## config.mk

```make
export PLATFORM = sky130hd
export DESIGN_NAME = yarp_mem_arbiter
export DESIGN_NICKNAME = d
export VERILOG_FILES = /design/src/rtl/yarp_mem_arbiter.sv
export SDC_FILE = /design/constraint.sdc
export NUM_CORES = 1
export LEC_CHECK = 0
export ABC_AREA = 1
export BUFFER_PORTS_ARGS = -buffer_cell sky130_fd_sc_hd__buf_2
export CAP_MARGIN = 10
export CORE_AREA = 2 2 106 108
export DETAILED_ROUTE_END_ITERATION = 8
export DIE_AREA = 0 0 108 110
export SLEW_MARGIN = 30
export SYNTH_ARGS = -nofsm -noshare
export SYNTH_HDL_FRONTEND = slang
export SYNTH_SLANG_ARGS = --single-unit
export TNS_END_PERCENT = 20
```

## constraint.sdc

```tcl
create_clock -name clk -period 2.1 [get_ports clk]
set_input_delay 0.21 -clock clk [delete_from_list [all_inputs] [get_ports clk]]
set_output_delay 0.21 -clock clk [all_outputs]
set_load 0.01 [all_outputs]
```

## src/rtl/yarp_mem_arbiter.sv

```systemverilog
// Shares one single-port memory between instruction fetch and data load/store.
// Data has priority; a starvation counter eventually forces a waiting fetch through.
module yarp_mem_arbiter #(
  parameter int unsigned RD_LATENCY   = 1,
  parameter int unsigned STARVE_LIMIT = 4
) (
  input  logic        clk,
  input  logic        reset_n,
  input  logic        imem_req_i,
  input  logic [31:0] imem_addr_i,
  output logic        imem_ack_o,
  output logic        imem_rd_valid_o,
  output logic [31:0] imem_rd_data_o,
  input  logic        dmem_req_i,
  input  logic [31:0] dmem_addr_i,
  input  logic        dmem_wr_i,
  input  logic [1:0]  dmem_byte_en_i,
  input  logic [31:0] dmem_wr_data_i,
  output logic        dmem_ack_o,
  output logic        dmem_rd_valid_o,
  output logic [31:0] dmem_rd_data_o,
  output logic        mem_req_o,
  output logic [31:0] mem_addr_o,
  output logic        mem_wr_o,
  output logic [1:0]  mem_byte_en_o,
  output logic [31:0] mem_wr_data_o,
  input  logic [31:0] mem_rd_data_i
);

  typedef enum logic [1:0] {
    IDLE,
    I_WAIT,
    D_WAIT
  } state_t;

  localparam logic [3:0] LAT_LOAD   = 4'(RD_LATENCY - 1);
  localparam logic [7:0] STARVE_MAX = 8'(STARVE_LIMIT);

  state_t     state;
  logic [3:0] lat_cnt;
  logic [7:0] starve_cnt;
  logic       starved;
  logic       grant_d;
  logic       grant_i;
  logic       rd_done;

  // Grants are combinational and gated by reset_n so an asserted reset
  // silences every output in the same cycle, even with requests pending.
  always_comb begin
    starved = imem_req_i && dmem_req_i && (starve_cnt == STARVE_MAX);
    grant_d = reset_n && (state == IDLE) && dmem_req_i && !starved;
    grant_i = reset_n && (state == IDLE) && imem_req_i && !grant_d;
    rd_done = reset_n && (state != IDLE) && (lat_cnt == '0);
  end

  always_comb begin
    imem_ack_o      = grant_i;
    dmem_ack_o      = grant_d;
    mem_req_o       = grant_i || grant_d;
    mem_wr_o        = grant_d && dmem_wr_i;
    mem_addr_o      = '0;
    mem_byte_en_o   = '0;
    mem_wr_data_o   = '0;
    if (grant_d) begin
      mem_addr_o    = dmem_addr_i;
      mem_byte_en_o = dmem_byte_en_i;
      mem_wr_data_o = dmem_wr_data_i;
    end else if (grant_i) begin
      mem_addr_o    = imem_addr_i;
      mem_byte_en_o = 2'b11;
    end
    imem_rd_valid_o = rd_done && (state == I_WAIT);
    dmem_rd_valid_o = rd_done && (state == D_WAIT);
    imem_rd_data_o  = imem_rd_valid_o ? mem_rd_data_i : '0;
    dmem_rd_data_o  = dmem_rd_valid_o ? mem_rd_data_i : '0;
  end

  always_ff @(posedge clk or negedge reset_n) begin
    if (!reset_n) begin
      state      <= IDLE;
      lat_cnt    <= '0;
      starve_cnt <= '0;
    end else begin
      case (state)
        IDLE: begin
          if (grant_i) begin
            state   <= I_WAIT;
            lat_cnt <= LAT_LOAD;
          end else if (grant_d && !dmem_wr_i) begin
            state   <= D_WAIT;
            lat_cnt <= LAT_LOAD;
          end
        end
        default: begin
          if (lat_cnt == '0) state <= IDLE;
          else lat_cnt <= lat_cnt - 4'd1;
        end
      endcase
      if (!imem_req_i || grant_i) starve_cnt <= '0;
      else if (grant_d && (starve_cnt != STARVE_MAX)) starve_cnt <= starve_cnt + 8'd1;
    end
  end

endmodule
```

# --- Word-level counts from Yosys, hierarchy flattened ---
# Index checks and enable logic that the tools add are counted.
op_classes:
  n_mux: 17
  n_reduce_logical: 27
  eq_ne: 6
  add_sub_neg: 2
op_table:
  columns: ["cell", "count"]
  rows:
  - ["2-to-1 mux 32 bit", 5]
  - ["2-to-1 mux 4 bit", 4]
  - ["2-to-1 mux 8 bit", 2]
  - ["logical AND 1 bit", 14]
  - ["2-to-1 mux 2 bit", 6]
  - ["adder 8 x 1 -> 8 bit, second input constant", 1]
  - ["== test 8 x 3 -> 1 bit, second input constant", 1]
  - ["inequality test 8 x 3 -> 1 bit, second input constant", 1]
  - ["nonzero test 2 bit", 3]
  - ["logical NOT 1 bit", 4]
  - ["logical NOT 4 bit", 1]
  - ["AND reduction 2 bit", 2]
  - ["subtractor 4 x 1 -> 4 bit, second input constant", 1]
  - ["inequality test 3 x 2 -> 1 bit, second input constant", 1]
  - ["== test 2 x 1 -> 1 bit, second input constant", 1]
  - ["== test 2 bit, second input constant", 1]
  - ["logical NOT 2 bit", 1]
  - ["logical OR 1 bit", 2]
  - ["inequality test 2 bit, second input constant", 1]
totals:
  output_inout_bits: 136
  wordCells: 55
  in_bits: 135
  ff_bits: 14

# --- Longest topological paths before layout ---
# Gate-level depths: netlist (run 1).
logic_depth:
  ltp_word: 8
  ltp_mapped: 11
  mapped_depth_nobuf: 11

# --- Worst setup path before layout (run 1) ---
# Ideal clock, no wire load.
synth_path:
  kind: "reg-to-output"
  startpoint: "register lat_cnt[0]"
  endpoint: "output port dmem_rd_data_o[10]"
  path_stages_with_launch: 10
  t_arrival_ps: 1595
  path_slack_ps: 295
  n_path_buf: 1
  t_required_ps: 1890
  path_cell_list: "dfrtp_1 inv_1 ha_1 nand2_1 nor2_1 nand3_1 nor3_2 inv_2 buf_2 nor2_1"
synth_via:
  elab_chain_len: 4
synth_rtl:
  columns: ["item", "line", "text"]
  rows:
  - ["start, declared", "40", "logic [3:0] lat_cnt;"]
  - ["start signal, assigned", "96", "else lat_cnt <= lat_cnt - 4'd1;"]
  - ["logical NOT 4 bit", "53", "rd_done = reset_n && (state != IDLE) && (lat_cnt == '0);"]
  - ["logical AND 1 bit", "53", null]
  - ["logical AND 1 bit", "73", "dmem_rd_valid_o = rd_done && (state == D_WAIT);"]
  - ["named net dmem_rd_valid_o", "20", "output logic dmem_rd_valid_o,"]
  - ["2-to-1 mux 32 bit", "75", "dmem_rd_data_o = dmem_rd_valid_o ? mem_rd_data_i : '0;"]
  - ["end, declared", "21", "output logic [31:0] dmem_rd_data_o,"]
# The timed path passes the listed nets, and every way through them passes these cells.

# --- Worst setup path in the final report (run 1) ---
layout_path:
  startpoint: "register starve_cnt[1]"
  endpoint: "output port mem_addr_o[18]"
layout_via:
  elab_chain_len: 8
layout_rtl:
  columns: ["item", "line", "text"]
  rows:
  - ["start, declared", "41", "logic [7:0] starve_cnt;"]
  - ["start signal, assigned", "100", "else if (grant_d && (starve_cnt != STARVE_MAX)) starve_cnt <= starve_cnt + 8'd1;"]
  - ["== test 8 x 3 -> 1 bit *", "50", "starved = imem_req_i && dmem_req_i && (starve_cnt == STARVE_MAX);"]
  - ["logical AND 1 bit *", "50", null]
  - ["logical NOT 1 bit *", "51", "grant_d = reset_n && (state == IDLE) && dmem_req_i && !starved;"]
  - ["logical AND 1 bit *", "51", null]
  - ["logical NOT 1 bit", "52", "grant_i = reset_n && (state == IDLE) && imem_req_i && !grant_d;"]
  - ["logical AND 1 bit", "52", null]
  - ["2-to-1 mux 32 bit", "68", "end else if (grant_i) begin"]
  - ["2-to-1 mux 32 bit *", "64", "if (grant_d) begin"]
  - ["end, declared", "23", "output logic [31:0] mem_addr_o,"]
# Mark *: on every way between the ends. The rest lies on a longest branch, timed or not.

==> results.md, run 1 <==
Critical path:
- The buffers plus inverters on the worst setup path is 4.
- The startpoint identified for the worst register-to-register timing path is starve_cnt[1].
- In this run the worst setup path begins at starve_cnt[1].
- The worst-path cell with the longest stage delay is dfrtp_1.
- The endpoint of the worst-slack reg-to-reg timing path is lat_cnt[0].
- STA classifies the critical path endpoint as an output pin.
- The cell family contributing the most delay on the critical path is buffers and inverters.
- In this run the worst path has a maximum fanout of 12.
- For this run, the slowest stage of the critical path takes 400 ps.
- Data arrives at the worst endpoint at 1860 ps.
- STA classifies the critical path startpoint as a register.
- The critical path data required time is 1890 ps.
- Setup slack on the worst reg-to-reg path comes out at 380 ps.
- The capture point of the critical path is mem_addr_o[18].
- The category of the critical setup timing path is reg -> out.
- The cell depth of the worst setup path is 10.
- The signal on the critical path passes through inv_2 -> ha_4 -> nand3_4 -> nor2_4 -> nand2_2 -> nand2_4 -> inv_8 -> clkbuf_16 -> a22o_1 -> buf_2.
- The depth of the most critical reg-to-reg path is 12.

Synthesis:
- The post-synthesis cell type count is 27.
- The count of synthesis-stage warnings from yosys is 0.
- The xor/xnor cell area share of the yosys netlist is 0.01336.
- The post-synthesis simple-gate area fraction is 0.3963.
- The portion of netlist area occupied by mux cells is 0.
- The arithmetic-cell share of the synthesized area counting full adders, half adders and majority gates is 0.01908.
- The post-synthesis area per instance is 5.751 µm².
- Ranked by total cell area, the synthesized netlist is headed by nor2_1 21%, dfrtp_1 18%, inv_1 16%, a22o_1 14%, nand2_1 7.1%.
- The net count after synthesis is 480.
- The complex-gate fraction of the synthesized area is 0.1667.
- After synthesis the cells add up to 1967 µm².
- The register bit total from synthesis is 14.
- In the synthesized netlist, the number of instances is 342.
- The main combinational cell family by area after synthesis is simple AND/OR/NAND/NOR gates.
- The sequential element share of the synthesized area is 0.1781.
- Of the post-synthesis cell area, the dominant cell type holds 0.2118.
- nor2_1 takes more of the synthesized area than any other cell.

Global routing:
- The initial antenna violation count is 0.
- The global-route wire length before repair is 12.99 mm.
- The sum of overflow across all layers after global routing is 0.
- For this run, the total global-route usage over all layers was measured as 0.1397.
- Entering global routing, the biggest net connects 34 pins.
- The number of global-route vias before repair is 2,693.

Layout:
- The final-stage net count is 765.
- The count of placed standard cells in the final layout, fillers left out is 766.
- Counting the fill cells in the layout gives 1,173.
- The fraction of layout instances using a drive strength above 1 is 0.5399.
- The signed area change from the synthesized netlist to the final layout is 96.25%.
- 0 antenna diodes ended up in the layout.

Detailed routing:
- The count of unresolved DRC violations after routing is 0.
- The total iterations of the first detailed-routing run is 4.
- The residual antenna-violating net count after detailed routing is 0.
- In the final routed layout, each cell accounts on average for 13.25 µm.
- The first routing iteration left 192 violations.
- Dividing the detail-routed via count by the number of cells gives 4.168.
- The routed wire length is 10.15 mm.
- The routed layout has 3,193 vias.

Die:
- The number of standard-cell rows in the floorplan is 38.
- For this design the top-level I/O count stands at 271.
- In this run the standard cell core region covers 10,700 µm².
- For this configuration, the core starts out at a cell density of 0.1839.
- The floorplan step defined a die boundary enclosing 11,880 µm².
- The die outline height is 110 µm.
- The die width is 108 µm.

Power:
- The analysis attributes to cell leakage a power of 2.648 nW.
- The largest vdd supply drop is 278.4 µV.
- The areal power density over the cells is 612.3 nW/µm².

Placed design:
- The HPWL after detailed placement is 7.880 mm.
- The congestion estimate from routability-driven global placement came to 0.7659.
- In this run the tool buffered the top-level ports with 270 buffer cells.
- Including well taps, the total number of placed cells is 742.

Clock tree:
- The root buffer selected by CTS is clkbuf_8.
- For this design, the sink count on the clock tree is 14.
- Hold repair after CTS inserted 0 buffers.
- The insertion delay of the later-clocked pin in the worst-skew pair is 250 ps.
- The number of clock buffers added by TritonCTS is 3.
- The TritonCTS clock tree is yes.
- In this run the number of H-tree levels came out at 1.
- The clock input transition at the sequential cells of the worst setup and hold paths is 60 ps.
- In this run the deepest clock path goes through 2 buffers.

Timing:
- The upper clock frequency limit is 0.4826 GHz.
- After layout, the minimum clock period comes to 2072 ps.
- The actual slew at the worst max-slew pin is 254.7 ps.
- In the final timing run, aggregate negative setup slack is 0 ps.
- The count of pins over their slew limit is 0.
- The number of failing hold endpoints at the final stage is 0.
- Setup violations remaining at the end of the flow were counted as 0.
- Setup repair after global routing could not meet its margin everywhere.
- The final worst clock skew is 1.277 ps.
- Dividing the final minimum period by the clock period gives 0.9868.
- The worst pin sits at a relative slew slack of 0.8302.

Min path:
- The path class of the tightest hold or removal check is in -> async.

Run status:
- The flow ran to the end, and the final reports show no timing, DRC or antenna violations.

Flow run:
- The tool flagged a number of max-cap violations equal to 0.
## how the worst min path moves through the flow
stage	startpoint	to	slack (ps)	cells past startpoint
finish	reset_n	starve_cnt[4]	50	2
global route	reset_n	starve_cnt[7]	60	2
CTS	reset_n	starve_cnt[5]	40	2
detailed placement	reset_n	state[1]	300	2
global placement	reset_n	starve_cnt[4]	300	2
floorplan	reset_n	lat_cnt[0]	-90	0
## cell usage in the layout (no fill, tap or decap), types with 3 or more instances in the layout
cell type,instances
buf_2,269
nor2_1,102
inv_1,79
nand2_1,35
a22o_1,32
buf_4,13
dfrtp_1,12
nand3_1,11
nor2_2,7
inv_2,6
o21ai_0,5
buf_6,5
nor2_4,4
nand4_1,4
clkbuf_8,4
nand2_4,3
xor2_1,3
inv_4,3
## Yosys cell counts (all sizes together)
| master | number |
|---|---|
| nor2 | 114 |
| inv | 89 |
| nand2 | 41 |
| a22o | 32 |
| dfrtp | 14 |
| nand3 | 14 |
| buf | 13 |
| o21ai | 5 |
| nand4 | 4 |
| ha | 3 |
| xor2 | 3 |
| a21oi | 2 |
| clkbuf | 2 |
| nor3 | 2 |
| or2 | 2 |
| a31oi | 1 |
| o22ai | 1 |
## logic make-up after synthesis
logic type / Yosys count
simple gates: 177
fa+ha+maj: 3
flops: 14
compound gates: 41
buf+inv: 104
xor+xnor: 3
## routing by layer
layer  vias to the layer above  share of wire  track usage
met5                         -              0            0
met4                         0         0.0058      0.02839
met3                         4          0.090      0.02528
met2                       178           0.50       0.2606
met1                      1410           0.40       0.1677
li1                       1601              -            -
## final cells by class
type / count / area, µm² / area share
repair inverters: 5 / 35.03 / 0.009076
multi-input cells: 224 / 1276 / 0.3306
repair buffers: 290 / 1570 / 0.4068
well taps: 140 / 175.2 / 0.04538
clock buffers: 4 / 55.05 / 0.01426
flip-flops and latches: 14 / 352.8 / 0.09141
inverters: 89 / 395.4 / 0.1024
## per-stage QoR
stage | power [mW] | util | setup slack (ps) | instance area, µm² | hold slack [ps]
after floorplan | 1.260 | - | 294.9 | 1967 | -85.59
after global placement | 1.794 | 0.3211 | 199.2 | 3435 | 296.7
after detailed placement | 1.785 | 0.3211 | 178.0 | 3435 | 296.2
after CTS | 2.191 | 0.3380 | 4.961 | 3616 | 35.94
after global routing | 2.562 | 0.3608 | -91.67 | 3860 | 61.58
final | 2.363 | 0.3608 | 27.76 | 3860 | 46.36
## timing repair
| action | 4_1_cts | 5_1_grt |
|---|---|---|
| pin swaps | 6 | 8 |
| buffers inserted | 6 | 6 |
| cloned | 3 | 5 |
| resized for setup | 15 | 32 |
| endpoints found under the setup margin | 96 | 132 |
## worst reg2reg max path, stage by stage, from the launching register on
cell and delay, ps:
dfrtp_1 400, inv_2 90, ha_4 150, nand2_1 50, nor2_1 100, nand2_1 90
nand2_4 120, nand2_8 110, buf_4 190, nand3_2 100, nand2_1 100, nand2_1 70
nand2_1 50
## state kept, by name (all words and copies together), names as in the netlist
name        cells
state           2
starve_cnt      8
lat_cnt         4
## where the power goes
part	switching (mW)	internal, mW	total (mW)	leakage [nW]
sequential	0.0654	0.324	0.390	0.187
clock	0.102	0.166	0.268	0.0288
combinational	0.956	0.749	1.71	2.43
Power figures use the tool's default switching activity.
==> run 2: changes to the inputs <==
--- a/config.mk
+++ b/config.mk
@@ -11,7 +11,7 @@
 export CORE_AREA = 2 2 106 108
 export DETAILED_ROUTE_END_ITERATION = 8
 export DIE_AREA = 0 0 108 110
-export SLEW_MARGIN = 30
+export SLEW_MARGIN = 20
 export SYNTH_ARGS = -nofsm -noshare
 export SYNTH_HDL_FRONTEND = slang
 export SYNTH_SLANG_ARGS = --single-unit
==> constraint.sdc (replaced) <==
create_clock -name clk -period 2.1 [get_ports clk]
set_input_delay 0.315 -clock clk [delete_from_list [all_inputs] [get_ports clk]]
set_output_delay 0.315 -clock clk [all_outputs]
set_load 0.01 [all_outputs]
==> run 2 against run 1 <==
Against the previous run:
- the run now ends with negative setup slack left
- first-iteration DRC count up 4.2%
- combinational power about the same
- via count about the same
- sequential power down 7.4%
- largest cell class unchanged
- register-to-register slack better by 50 ps
- die area unchanged
==> results.md, run 2 (synthesis gave the netlist of run 1 again) <==
Global routing:
- The most used routing layer in global routing is met2.
- The number of global-route vias before repair came to 2,562 (-4.9%).
- The met3 track demand over resource was 0.02234 (-0.002939).
- The met2 usage in global routing came to 0.2309 (-0.02965).
- The global-route wire length before repair is 12.19 mm (-6.2%).
- The global-route total usage across every layer is 0.1291 (-0.01063).
- The maximum number of pins on one net before global-route repair came to 36 (+5.9%).
- The sum of overflow across all layers after global routing is 0 (unchanged).
- The met1 track utilization from global routing was 0.1660 (-0.001664).
- The initial antenna violation count came to 0 (unchanged).

Run status:
- The run finished, with violations left.
- The checks that failed: negative setup slack.

Die:
- The number of standard-cell rows in the floorplan is 38 (unchanged).
- The die outline height is 110 µm (unchanged).
- The area of the core region was 10,700 µm² (unchanged).
- The initial core utilization was 0.1839 (unchanged).
- The die width is 108 µm (unchanged).
- The total die area is 11,880 µm² (unchanged).
- The I/O pin count is 271 (unchanged).

Layout:
- The fraction of layout instances using a drive strength above 1 is 0.5522 (+0.01223).
- The final design utilization is 0.3582 (-0.002573).
- The footprint of the flip-flops and latches is 350.3 µm² (-0.71%).
- The antenna cell count is 0 (unchanged).
- The largest registers in the layout are starve_cnt (8), lat_cnt (4), state (2).
- The count of placed standard cells in the final layout, fillers left out is 763 (-0.39%).
- The area occupied by multi-input gates is 1301 µm² (+2.0%).
- Ranked by flip-flop count, first place goes to starve_cnt.
- The signed area change from the synthesized netlist to the final layout is 94.85%.
- The total non-filler cell area in the finished layout is 3832 µm² (-0.71%).
- The number of flip-flops in the largest register is 8 (unchanged).
- In the layout the commonest cells are 267 x buf_2, 87 x nor2_1, 80 x inv_1.
- The number of fill cells is 1,169 (-0.34%).
- The final-stage net count is 762 (-0.39%).
- Leaving out fill and tap cells, the most frequent cell in the layout is buf_2.

Flow run:
- The number of max-cap violations came to 0 (unchanged).

Placed design:
- The placer congestion estimate is 0.8092 (+5.7%).
- The number of instances in the placed design is 743 (+0.13%).
- The instance area at placement is 3430 µm² (-0.15%).
- The post-place setup slack is -125.5 ps (-303.5 ps).
- The half-perimeter wire length of the detailed placement result is 7.698 mm (-2.3%).
- The number of port buffers was 270 (unchanged).

Detailed routing:
- The residual antenna-violating net count after detailed routing is 0 (unchanged).
- The routed wire length is 9.468 mm (-6.7%).
- The detailed-route vias per instance is 4.187 (+0.46%).
- The number of DRC markers in iteration 0 was 200 (+4.2%).
- The total iterations of the first detailed-routing run came to 4 (unchanged).
- The count of unresolved DRC violations after routing is 0 (unchanged).
- The per-cell routed wire length was 12.41 µm (-6.4%).
- The total via count after detailed routing is 3,195 (+0.063%).

Critical path:
- The category of the worst setup path capture point is an output pin.
- The startpoint type of the worst setup path is a register.
- The endpoint of the worst-slack reg-to-reg timing path is starve_cnt[5].
- The peak fanout along the critical path is 16 (+4).
- In this run the critical register-to-register path is launched from starve_cnt[1].
- The arrival time at the worst endpoint is 1830 ps (-30 ps).
- The worst setup path is of the reg -> out kind.
- The critical path data required time is 1780 ps (-110 ps).
- The worst setup slack for register-to-register paths was 430 ps (+50 ps).
- The depth of the most critical reg-to-reg path is 12 (unchanged).

Timing:
- The number of setup violations in the final report is 16 (+16).
- The number of failing hold endpoints at the final stage is 0 (unchanged).
- The actual slew at the worst max-slew pin is 231.5 ps (-23.16 ps).
- The hold slack is 155.4 ps (+109.0 ps).
- The max-slew headroom at the worst pin is 0.8455 (+0.01527).
- The time the final worst path needs with I/O delays and setup is 2149 ps (+77.12 ps).
- The final worst clock skew is 9.225 ps (+7.948 ps).
- The final critical-path setup slack is -49.35 ps (-77.12 ps).
- The count of pins over their slew limit is 0 (unchanged).
- The final worst-path cycle share is 1.024 (+0.03672).
- Setup repair after global routing could not meet its margin everywhere.
- The total negative setup slack is -585.6 ps (-585.6 ps).
- The upper clock frequency limit is 0.4653 GHz (-3.6%).

Clock tree:
- The total clock buffers created by CTS was 3 (unchanged).
- The clock input transition at the sequential cells of the worst setup and hold paths was 60 ps (about the same).
- Clock tree synthesis selected as its root buffer the cell clkbuf_8.
- TritonCTS built the clock tree.
- The insertion delay of the later-clocked pin in the worst-skew pair is 250 ps (about the same).
- The H-tree depth reported by CTS is 1 (unchanged).
- The post-cts hold buffer count is 0 (unchanged).
- The number of clock sinks was 14 (unchanged).
- The number of buffers on the longest clock path is 2 (unchanged).

Power:
- The total power of the final layout came to 2.330 mW (-1.4%).
- The largest vdd supply drop is 294.3 µV (+5.7%).
- The areal power density over the cells is 607.9 nW/µm² (-0.72%).
- The leakage power of the design is 2.617 nW (-1.1%).

Min path:
- The worst hold path belongs to the class in -> async.
-- run 2: how the worst max path moves through the flow --
stage,start,to,cells after the start,slack (ps)
after floorplan,lat_cnt[0],dmem_rd_data_o[10],9,190
after global placement,lat_cnt[0],dmem_rd_data_o[5],9,-110
after detailed placement,lat_cnt[0],dmem_rd_data_o[5],9,-130
after CTS,lat_cnt[0],dmem_rd_data_o[15],10,-3
after global routing,lat_cnt[1],imem_rd_data_o[7],11,-140
final,lat_cnt[1],imem_rd_data_o[29],11,-50
-- run 2: area by class of cell --
type                       instances  area share
tap                              140     0.04571
inverter                          89     0.09794
timing repair buffer             288      0.3999
sequential                        14     0.09141
timing repair inverter             4     0.01110
clock buffer                       4     0.01436
multi-input combinational        224      0.3395
-- run 2: power by group --
group          internal, mW  switching (mW)  leakage (nW)
combinational         0.740           0.967          2.40
clock                 0.166          0.0960        0.0288
sequential            0.321          0.0401         0.190
total                  1.23            1.10          2.62
-- run 2: what timing repair did --
item	CTS	global route
pin swaps	5	7
cloned	1	3
resized for setup	34	38
setup endpoints to repair	112	132
setup buffers	7	5
-- run 2: layer usage --
layer | wire [µm] | vias to the layer above
met5 | 0 | -
met3 | 850 | 12
met4 | 150 | 0
met2 | 4652 | 196
met1 | 3814 | 1396
li1 | - | 1591
-- run 2: worst max-delay path: stages (launching register included) --
cell and delay [ps]:
dfrtp_1 380, inv_2 80, ha_4 140, nand2_4 50
nor2_4 100, nand3_4 100, nor3_4 190, buf_6 150
buf_6 120, inv_8 60, nor2_1 80, buf_2 130
